[config.mk]
export PLATFORM = sky130hd
export DESIGN_NAME = uart_rx_buffer
export DESIGN_NICKNAME = d
export VERILOG_FILES = /design/src/rtl/uart_rx_buffer.sv
export SDC_FILE = /design/constraint.sdc
export NUM_CORES = 1
export LEC_CHECK = 0
export ABC_AREA = 0
export BUFFER_PORTS_ARGS = -buffer_cell sky130_fd_sc_hd__buf_2
export CAP_MARGIN = 20
export CELL_PAD_IN_SITES_DETAIL_PLACEMENT = 1
export CELL_PAD_IN_SITES_GLOBAL_PLACEMENT = 1
export CORE_UTILIZATION = 40
export CTS_CLUSTER_DIAMETER = 200
export CTS_CLUSTER_SIZE = 24
export DETAILED_ROUTE_END_ITERATION = 16
export PLACE_DENSITY_LB_ADDON = 0.1
export SLEW_MARGIN = 20
export SYNTH_ARGS = -nofsm -noshare
export SYNTH_HDL_FRONTEND = slang
export SYNTH_SLANG_ARGS = --single-unit
[constraint.sdc]
create_clock -name clk -period 9.1 [get_ports clk]
set_input_delay 1.82 -clock clk [delete_from_list [all_inputs] [get_ports clk]]
set_output_delay 1.82 -clock clk [all_outputs]
set_load 0.1 [all_outputs]
[src/rtl/uart_rx_buffer.sv]
// Byte FIFO between uart_rx and the bus side: edge-detected writes, show-ahead reads,
// sticky overflow and a line-idle flag once data has sat untouched for IDLE_CLKS clocks.
module uart_rx_buffer #(
    parameter int DEPTH     = 16,
    parameter int ADDR_W    = 4,
    parameter int IDLE_CLKS = 870
) (
    input  logic              clk,
    input  logic              reset,
    input  logic              rx_sig,
    input  logic [7:0]        rx_byte,
    input  logic              rd_en,
    output logic [7:0]        rd_data,
    output logic              empty,
    output logic              full,
    output logic [ADDR_W:0]   count,
    output logic              overflow,
    input  logic              clr_overflow,
    output logic              rx_idle
);

    localparam int                IW       = $clog2(IDLE_CLKS + 1);
    localparam logic [IW-1:0]     IDLE_MAX = IW'(IDLE_CLKS);
    localparam logic [ADDR_W:0]   DEPTH_C  = (ADDR_W + 1)'(DEPTH);

    logic [7:0]        mem [DEPTH];

    logic              rx_sig_q, rx_sig_d;
    logic [ADDR_W-1:0] wptr_q, wptr_d;
    logic [ADDR_W-1:0] rptr_q, rptr_d;
    logic [ADDR_W:0]   count_q, count_d;
    logic              overflow_q, overflow_d;
    logic [IW-1:0]     idle_cnt_q, idle_cnt_d;

    logic wr, do_wr, do_rd;

    always_comb begin
        rx_sig_d = rx_sig;
        wr       = rx_sig & ~rx_sig_q;
        empty    = (count_q == '0);
        full     = (count_q == DEPTH_C);
        do_rd    = rd_en & ~empty;
        // A pop in the same cycle frees the slot, so a write into a full FIFO still lands.
        do_wr    = wr & (~full | do_rd);

        wptr_d = do_wr ? wptr_q + ADDR_W'(1) : wptr_q;
        rptr_d = do_rd ? rptr_q + ADDR_W'(1) : rptr_q;

        count_d = count_q;
        unique case ({do_wr, do_rd})
            2'b10:   count_d = count_q + (ADDR_W + 1)'(1);
            2'b01:   count_d = count_q - (ADDR_W + 1)'(1);
            default: count_d = count_q;
        endcase

        overflow_d = overflow_q;
        if (wr & ~do_wr)
            overflow_d = 1'b1;
        else if (clr_overflow)
            overflow_d = 1'b0;

        idle_cnt_d = idle_cnt_q;
        if (wr | empty)
            idle_cnt_d = '0;
        else if (idle_cnt_q != IDLE_MAX)
            idle_cnt_d = idle_cnt_q + IW'(1);

        rd_data  = empty ? 8'h00 : mem[rptr_q];
        count    = count_q;
        overflow = overflow_q;
        rx_idle  = (idle_cnt_q == IDLE_MAX) & ~empty;
    end

    always_ff @(posedge clk or negedge reset) begin
        if (!reset) begin
            rx_sig_q   <= 1'b0;
            wptr_q     <= '0;
            rptr_q     <= '0;
            count_q    <= '0;
            overflow_q <= 1'b0;
            idle_cnt_q <= '0;
        end else begin
            rx_sig_q   <= rx_sig_d;
            wptr_q     <= wptr_d;
            rptr_q     <= rptr_d;
            count_q    <= count_d;
            overflow_q <= overflow_d;
            idle_cnt_q <= idle_cnt_d;
        end
    end

    // Storage is deliberately left out of reset; empty masks stale contents.
    always_ff @(posedge clk) begin
        if (do_wr)
            mem[wptr_q] <= rx_byte;
    end

endmodule

==> results of run 1 <==
[logic make-up after synthesis]
| kind of cell | share of synthesized area |
|---|---|
| XOR/XNOR | 0.0243 |
| AO/OA/AOI/OAI | 0.0321 |
| adder cells (fa/ha/maj) | 0.0212 |
| multiplexers | 0.146 |
| AND/OR/NAND/NOR | 0.0645 |
| flip-flops | 0.687 |
| buffers and inverters | 0.0248 |
[cell usage after synthesis (3+ instances only)]
library cell	count
nand4_1	3
edfxtp_1	128
dfrtp_1	25
inv_1	10
o21ai_0	6
nor3_1	5
nand2_1	14
and2_1	5
mux2_2	10
nand3_1	10
clkbuf_1	7
buf_2	8
a21oi_1	9
nor2_1	20
mux2i_1	8
and3_1	6
nand2b_1	3
mux4_1	9
ha_1	11
mux4_2	23
xor2_1	3
xnor2_1	15
[routing by layer]
metal | GRT usage | part of all wire
met3 | 0.0384 | 0.033
met1 | 0.234 | 0.46
met5 | 0 | 0
met2 | 0.291 | 0.50
met4 | 0.0595 | 0.0096
[metrics by stage]
| stage | cell area (um2) | total power (uW) | cells | hold WS [ns] |
|---|---|---|---|---|
| detailed placement | 6840 | 1900 | 603 | 0.486 |
| global route | 7350 | 2620 | 633 | 0.534 |
| CTS | 7350 | 2530 | 633 | 0.506 |
| floorplan | 6500 | 1720 | 373 | 0.510 |
| global placement | 6840 | 1890 | 603 | 0.470 |
| finish | 7350 | 2500 | 633 | 0.504 |
[registers in the layout (all words and copies together), names as in the netlist]
signal / flops
mem: 128
idle_cnt_q: 10
count: 5
rptr_q: 4
wptr_q: 4
overflow: 1
rx_sig_q: 1
[where the power goes]
part / internal (uW) / switching [uW] / total (uW)
Sequential: 828 / 122 / 950
Clock: 367 / 261 / 629
Combinational: 300 / 622 / 922
[critical path: stages (launching register included)]
cell	delay [ns]
dfrtp_2	1.01
mux4_1	0.64
mux2_2	0.27
o21ai_1	0.15
a21oi_1	0.11
buf_2	0.36
[placed cells by master (no fill, tap or decap), types with 3 or more instances in the layout]
cell / n
a21oi_1: 9
and2_1: 5
and3_1: 6
buf_2: 29
buf_4: 5
clkbuf_16: 17
clkinv_1: 4
clkinv_2: 3
dfrtp_1: 24
edfxtp_1: 128
ha_1: 11
inv_1: 10
mux2_2: 10
mux2i_1: 8
mux4_1: 9
mux4_2: 23
nand2_1: 14
nand2b_1: 3
nand3_1: 10
nand4_1: 3
nor2_1: 20
nor3_1: 5
o21ai_0: 6
xnor2_1: 15
xor2_1: 3
[worst paths after layout]
check	end	slack, ns	cells after the start
setup / recovery	rd_data[1]	4.30	5
hold / removal	rptr_q[3]	0.50	1
setup reg to reg	count[4]	5.45	10
hold reg to reg	rptr_q[3]	0.50	1
max in group asynchronous	rptr_q[1]	7.29	1
min in group asynchronous	idle_cnt_q[6]	1.39	1
[layout make-up]
| cell class | count | area [um2] |
|---|---|---|
| fill | 1564 | 8530 |
| sequential | 153 | 4470 |
| multi-input combinational | 189 | 1870 |
| clock buffer | 19 | 433 |
| tap | 216 | 270 |
| timing repair buffer | 34 | 183 |
| clock inverter | 11 | 83.8 |
| inverter | 11 | 41.3 |
==> impl_metrics.csv, run 1 <==
group,metric,value,unit
timing,tightestPinTransition,1.02,ns
pwr,peakVddDrop,0.357,mV
global_route,grt_overflow,0,
clocking,cts_root_buf,"clkbuf_16",
global_route,grt_pass1_vias,3551,
setup_path,cp_data_required_time,7.28,ns
synthesis,yosys_warnings,0,
floorplan,start_util,0.409,
timing,drv_slew,0,
timing,period_share,0.528,
synthesis,seq_area_frac_synth,0.687,
drt,dr_total_vias,3322,
floorplan,die_w,129,um
global_route,grt_pass1_wl,20900,um
drt,antenna_left,0,
global_route,grt_max_degree,36,
drt,vias_per_cell,5.25,
clocking,clock-sinks,153,
clocking,cts_made_buffers,17,
layout,layout.nets,430,
clocking,cts_tree,"built",
timing,final-setup-viol-count,0,
floorplan,die_h,129,um
layout,diodes,0,
timing,setup_slack,4.30,ns
layout,utilization,0.463,
min_path,min-delay-start,"rptr_q[3]",
synthesis,yosys_register_bits,153,
setup_path,critical_path_class,"flop to output pin",
drt,post_drt_wl_per_cell,21.2,um
job,cap_violations,0,
placed_design,port_buffers,29,
placed_design,preCtsSetupSlack,4.66,ns
clocking,post_cts_resized,0,
floorplan,dieArea,16800,um2
global_route,grt_antenna_before_repair,0,
synthesis,synth.distinct_cells,50,
pwr,p_leak,0.00255,uW
timing,fin_crit,4.80,ns
synthesis,syn_area_per_cell,17.4,um2
setup_path,crit_path_max_fanout,35,
placed_design,globalplace.congestion,0.741,
setup_path,worstReg2RegStart,"count[1]",
synthesis,synth_cells,373,
clocking,post-cts-setup-buffers,0,
drt,routed_wl,13400,um
setup_path,critPathCaptureType,"output pin",
synthesis,yosysTopAreaCell,"edfxtp_1",
placed_design,hpwl,8330,um
timing,hold_viol_final,0,
setup_path,crit_start,"rptr_q[1]",
timing,setup-tns-final,0,ns
synthesis,synth_flop_cell,"edfxtp_1",
clocking,clock_latency,0.41,ns
clocking,htree_levels,4,
global_route,gr-usage-all-layers,0.177,
clocking,clk_pin_slew,0.06,ns
floorplan,ios,30,
drt,post-route-drc-count,0,
drt,drt_first_pass_iters,4,
synthesis,synth_nets,397,
pwr,power_density,340,nW/um2
synthesis,async_flop_share,0.163,
timing,slew_headroom,0.320,
timing,fmax,0.208,GHz
timing,rsz0062_at_grt,"no",
synthesis,synth_top_cell_area_share,0.591,
synthesis,syn_area,6500,um2
setup_path,cp-start-kind,"flop",
layout,syn_to_final_growth,13.1,%
clocking,postCtsHoldBufs,0,
min_path,min_path_type,"flop to flop",
floorplan,coreArea,15900,um2
timing,worst_clock_skew,0.00621,ns
clocking,clockBufferDepth,2,
drt,drt-initial-drc-count,194,
layout,drive_gt1_frac,0.237,
synthesis,synth_edf_count,128,
run_status,outcome,"finished clean",
synthesis,yosys-top-cells-area,"edfxtp_1 59%, dfrtp_1 9.6%, mux4_2 8.0%",
floorplan,num_rows,46,
setup_path,worstPathArrival,2.98,ns
Power figures use the tool's default switching activity.
==> run 2: changes to the inputs <==
ABC_AREA = 1   (was 0)
clock period = 4 ns   (was 9.1 ns; I/O delays follow)
==> impl_metrics.csv, run 2 <==
group,metric,value,unit
floorplan,die_w,131,um
global_route,gr-usage-all-layers,0.224,
clocking,post-cts-setup-buffers,0,
setup_path,r2r_slack,1.55,ns
setup_path,worstReg2RegStart,"count[2]",
layout,n_fill_cell,1802,
drt,routed_wl,17400,um
synthesis,syn_area,6620,um2
timing,fin_crit,3.56,ns
timing,final-setup-viol-count,0,
synthesis,synth_top_cell_area_share,0.581,
pwr,power,6210,uW
global_route,grt_pass1_vias,4682,
pwr,peakVddDrop,0.721,mV
clocking,cts_tree,"built",
synthesis,syn_area_per_cell,11.0,um2
pwr,power_density,829,nW/um2
setup_path,worstPathArrival,2.76,ns
synthesis,seq_area_frac_synth,0.676,
pwr,p_leak,0.00294,uW
run_status,outcome,"finished clean",
timing,whs,0.409,ns
layout,diodes,0,
layout,design_area,7490,um2
setup_path,crit_start,"rptr_q[0]",
layout,drive_gt1_frac,0.128,
timing,period_share,0.891,
synthesis,synth_common_cells,"193 x nand2_1, 128 x edfxtp_1, 109 x nand3_1, 29 x nor2_1, 25 x dfrtp_1",
floorplan,coreArea,16000,um2
synthesis,async_flop_share,0.163,
floorplan,die_h,131,um
timing,setup-tns-final,0,ns
setup_path,critPathCaptureType,"output pin",
synthesis,yosys-top-cells-area,"edfxtp_1 58%, nand2_1 11%, dfrtp_1 9.5%",
layout,largest_reg_flops,128,
global_route,grt_overflow,0,
clocking,post_cts_resized,0,
clocking,postCtsHoldBufs,0,
timing,fmax,0.281,GHz
setup_path,cp_data_required_time,3.20,ns
clocking,clock_latency,0.42,ns
placed_design,dpl_cell_area,6930,um2
floorplan,ios,30,
synthesis,yosysTopAreaCell,"edfxtp_1",
job,cap_violations,0,
layout,mostFrequentLayoutCell,"nand2_1",
clocking,htree_levels,4,
synthesis,synth_flop_cell,"edfxtp_1",
setup_path,crit_path_max_fanout,18,
pwr,sw_frac_of_total,0.453,
layout,layout.nets,659,
placed_design,port_buffers,29,
timing,worst_clock_skew,0.00517,ns
drt,drt-initial-drc-count,278,
setup_path,r2r_end,"count[4]",
layout,multiInputGateArea,1850,um2
floorplan,num_rows,46,
drt,post-route-drc-count,0,
pwr,p_switching,2810,uW
pwr,seqPwrFrac,0.331,
pwr,combPwrFrac,0.421,
layout,layout_common_cells,"193 x nand2_1, 128 x edfxtp_1, 109 x nand3_1",
timing,hold_viol_final,0,
timing,drv_slew,0,
clocking,clk_pin_slew,0.06,ns
timing,tightestPinTransition,1.09,ns
drt,post_drt_wl_per_cell,20.1,um
drt,dr_total_vias,4480,
setup_path,critical_path_class,"flop to output pin",
synthesis,synth_cells,604,
synthesis,synth.distinct_cells,28,
synthesis,yosysMostFrequentCell,"nand2_1",
layout,largest-register,"mem",
synthesis,synth_edf_count,128,
synthesis,yosys_register_bits,153,
clocking,clockBufferDepth,2,
setup_path,critPathCapture,"rd_data[6]",
global_route,grt_pass1_wl,26900,um
floorplan,start_util,0.413,
clocking,cts_root_buf,"clkbuf_16",
layout,syn_to_final_growth,13.3,%
global_route,grt_antenna_before_repair,0,
setup_path,reg2reg_depth,14,
pwr,pwr-share-clk,0.248,
clocking,cts_made_buffers,17,
timing,slew_headroom,0.273,
placed_design,hpwl,11500,um
synthesis,yosys_warnings,0,
drt,antenna_left,0,
clocking,clock-sinks,153,
drt,drt_first_pass_iters,4,
layout,utilization,0.468,
synthesis,synth_nets,628,
setup_path,cp-start-kind,"flop",
min_path,min_path_type,"primary input to async pin",
layout,seq_area,4470,um2
floorplan,dieArea,17100,um2
global_route,grt_max_degree,35,
timing,rsz0062_at_grt,"no",
drt,vias_per_cell,5.19,
pwr,internal-power,3400,uW
placed_design,globalplace.congestion,0.785,
-- run 2: area by class of cell --
cell class,count,share of cell area
sequential,153,0.596
multi-input combinational,395,0.247
clock buffer,23,0.0624
tap,216,0.0361
timing repair buffer,37,0.0290
inverter,31,0.0159
clock inverter,9,0.0134
-- run 2: power groups by stage --
stage,registers [uW],clock network (uW),logic (uW)
2_1_floorplan,2180,0,1970
3_3_place_gp,2080,0,2590
3_5_place_dp,2090,0,2640
4_1_cts,2050,1570,2650
5_1_grt,2080,1640,2860
6_report,2050,1540,2620
-- run 2: cell families after synthesis --
logic type,after synthesis,synth area share
and+or+nand+nor,343,0.219
DFF,153,0.676
buffers and inverters,56,0.0448
AOI/OAI and AO/OA,28,0.0221
xor gates and xnor gates,13,0.0172
adders and majority gates,11,0.0208
-- run 2: worst min-delay path by stage --
stage / start / endpoint / slack (ns) / cells after the start
4_1_cts: reset / idle_cnt_q[8] / 0.41 / 1
3_5_place_dp: idle_cnt_q[5] / idle_cnt_q[5] / 0.50 / 1
5_1_grt: reset / idle_cnt_q[5] / 0.44 / 1
6_report: reset / idle_cnt_q[9] / 0.41 / 1
3_3_place_gp: idle_cnt_q[5] / idle_cnt_q[5] / 0.48 / 1
2_1_floorplan: idle_cnt_q[5] / idle_cnt_q[5] / 0.46 / 1
-- run 2: metal layers --
metal / wire, um / share of wire / global-route usage
met5: 0 / 0 / 0
met4: 297 / 0.017 / 0.0805
met3: 507 / 0.029 / 0.0440
met2: 8500 / 0.49 / 0.368
met1: 8090 / 0.46 / 0.296
-- run 2: critical path, stage by stage, from the launching register on --
cell and delay [ns]:
dfrtp_2 0.53, inv_2 0.33, buf_4 0.30, nand2_1 0.07, nand3_1 0.07, nand3_1 0.10, nand2_1 0.11, nand2_1 0.05
a21oi_1 0.29, buf_2 0.49
-- run 2: per-stage QoR --
stage / std cells / worst slack, ns
CTS: 864 / 0.446
global placement: 832 / 0.986
detailed placement: 832 / 0.913
global route: 864 / 0.231
finish: 864 / 0.436
floorplan: 604 / 0.122
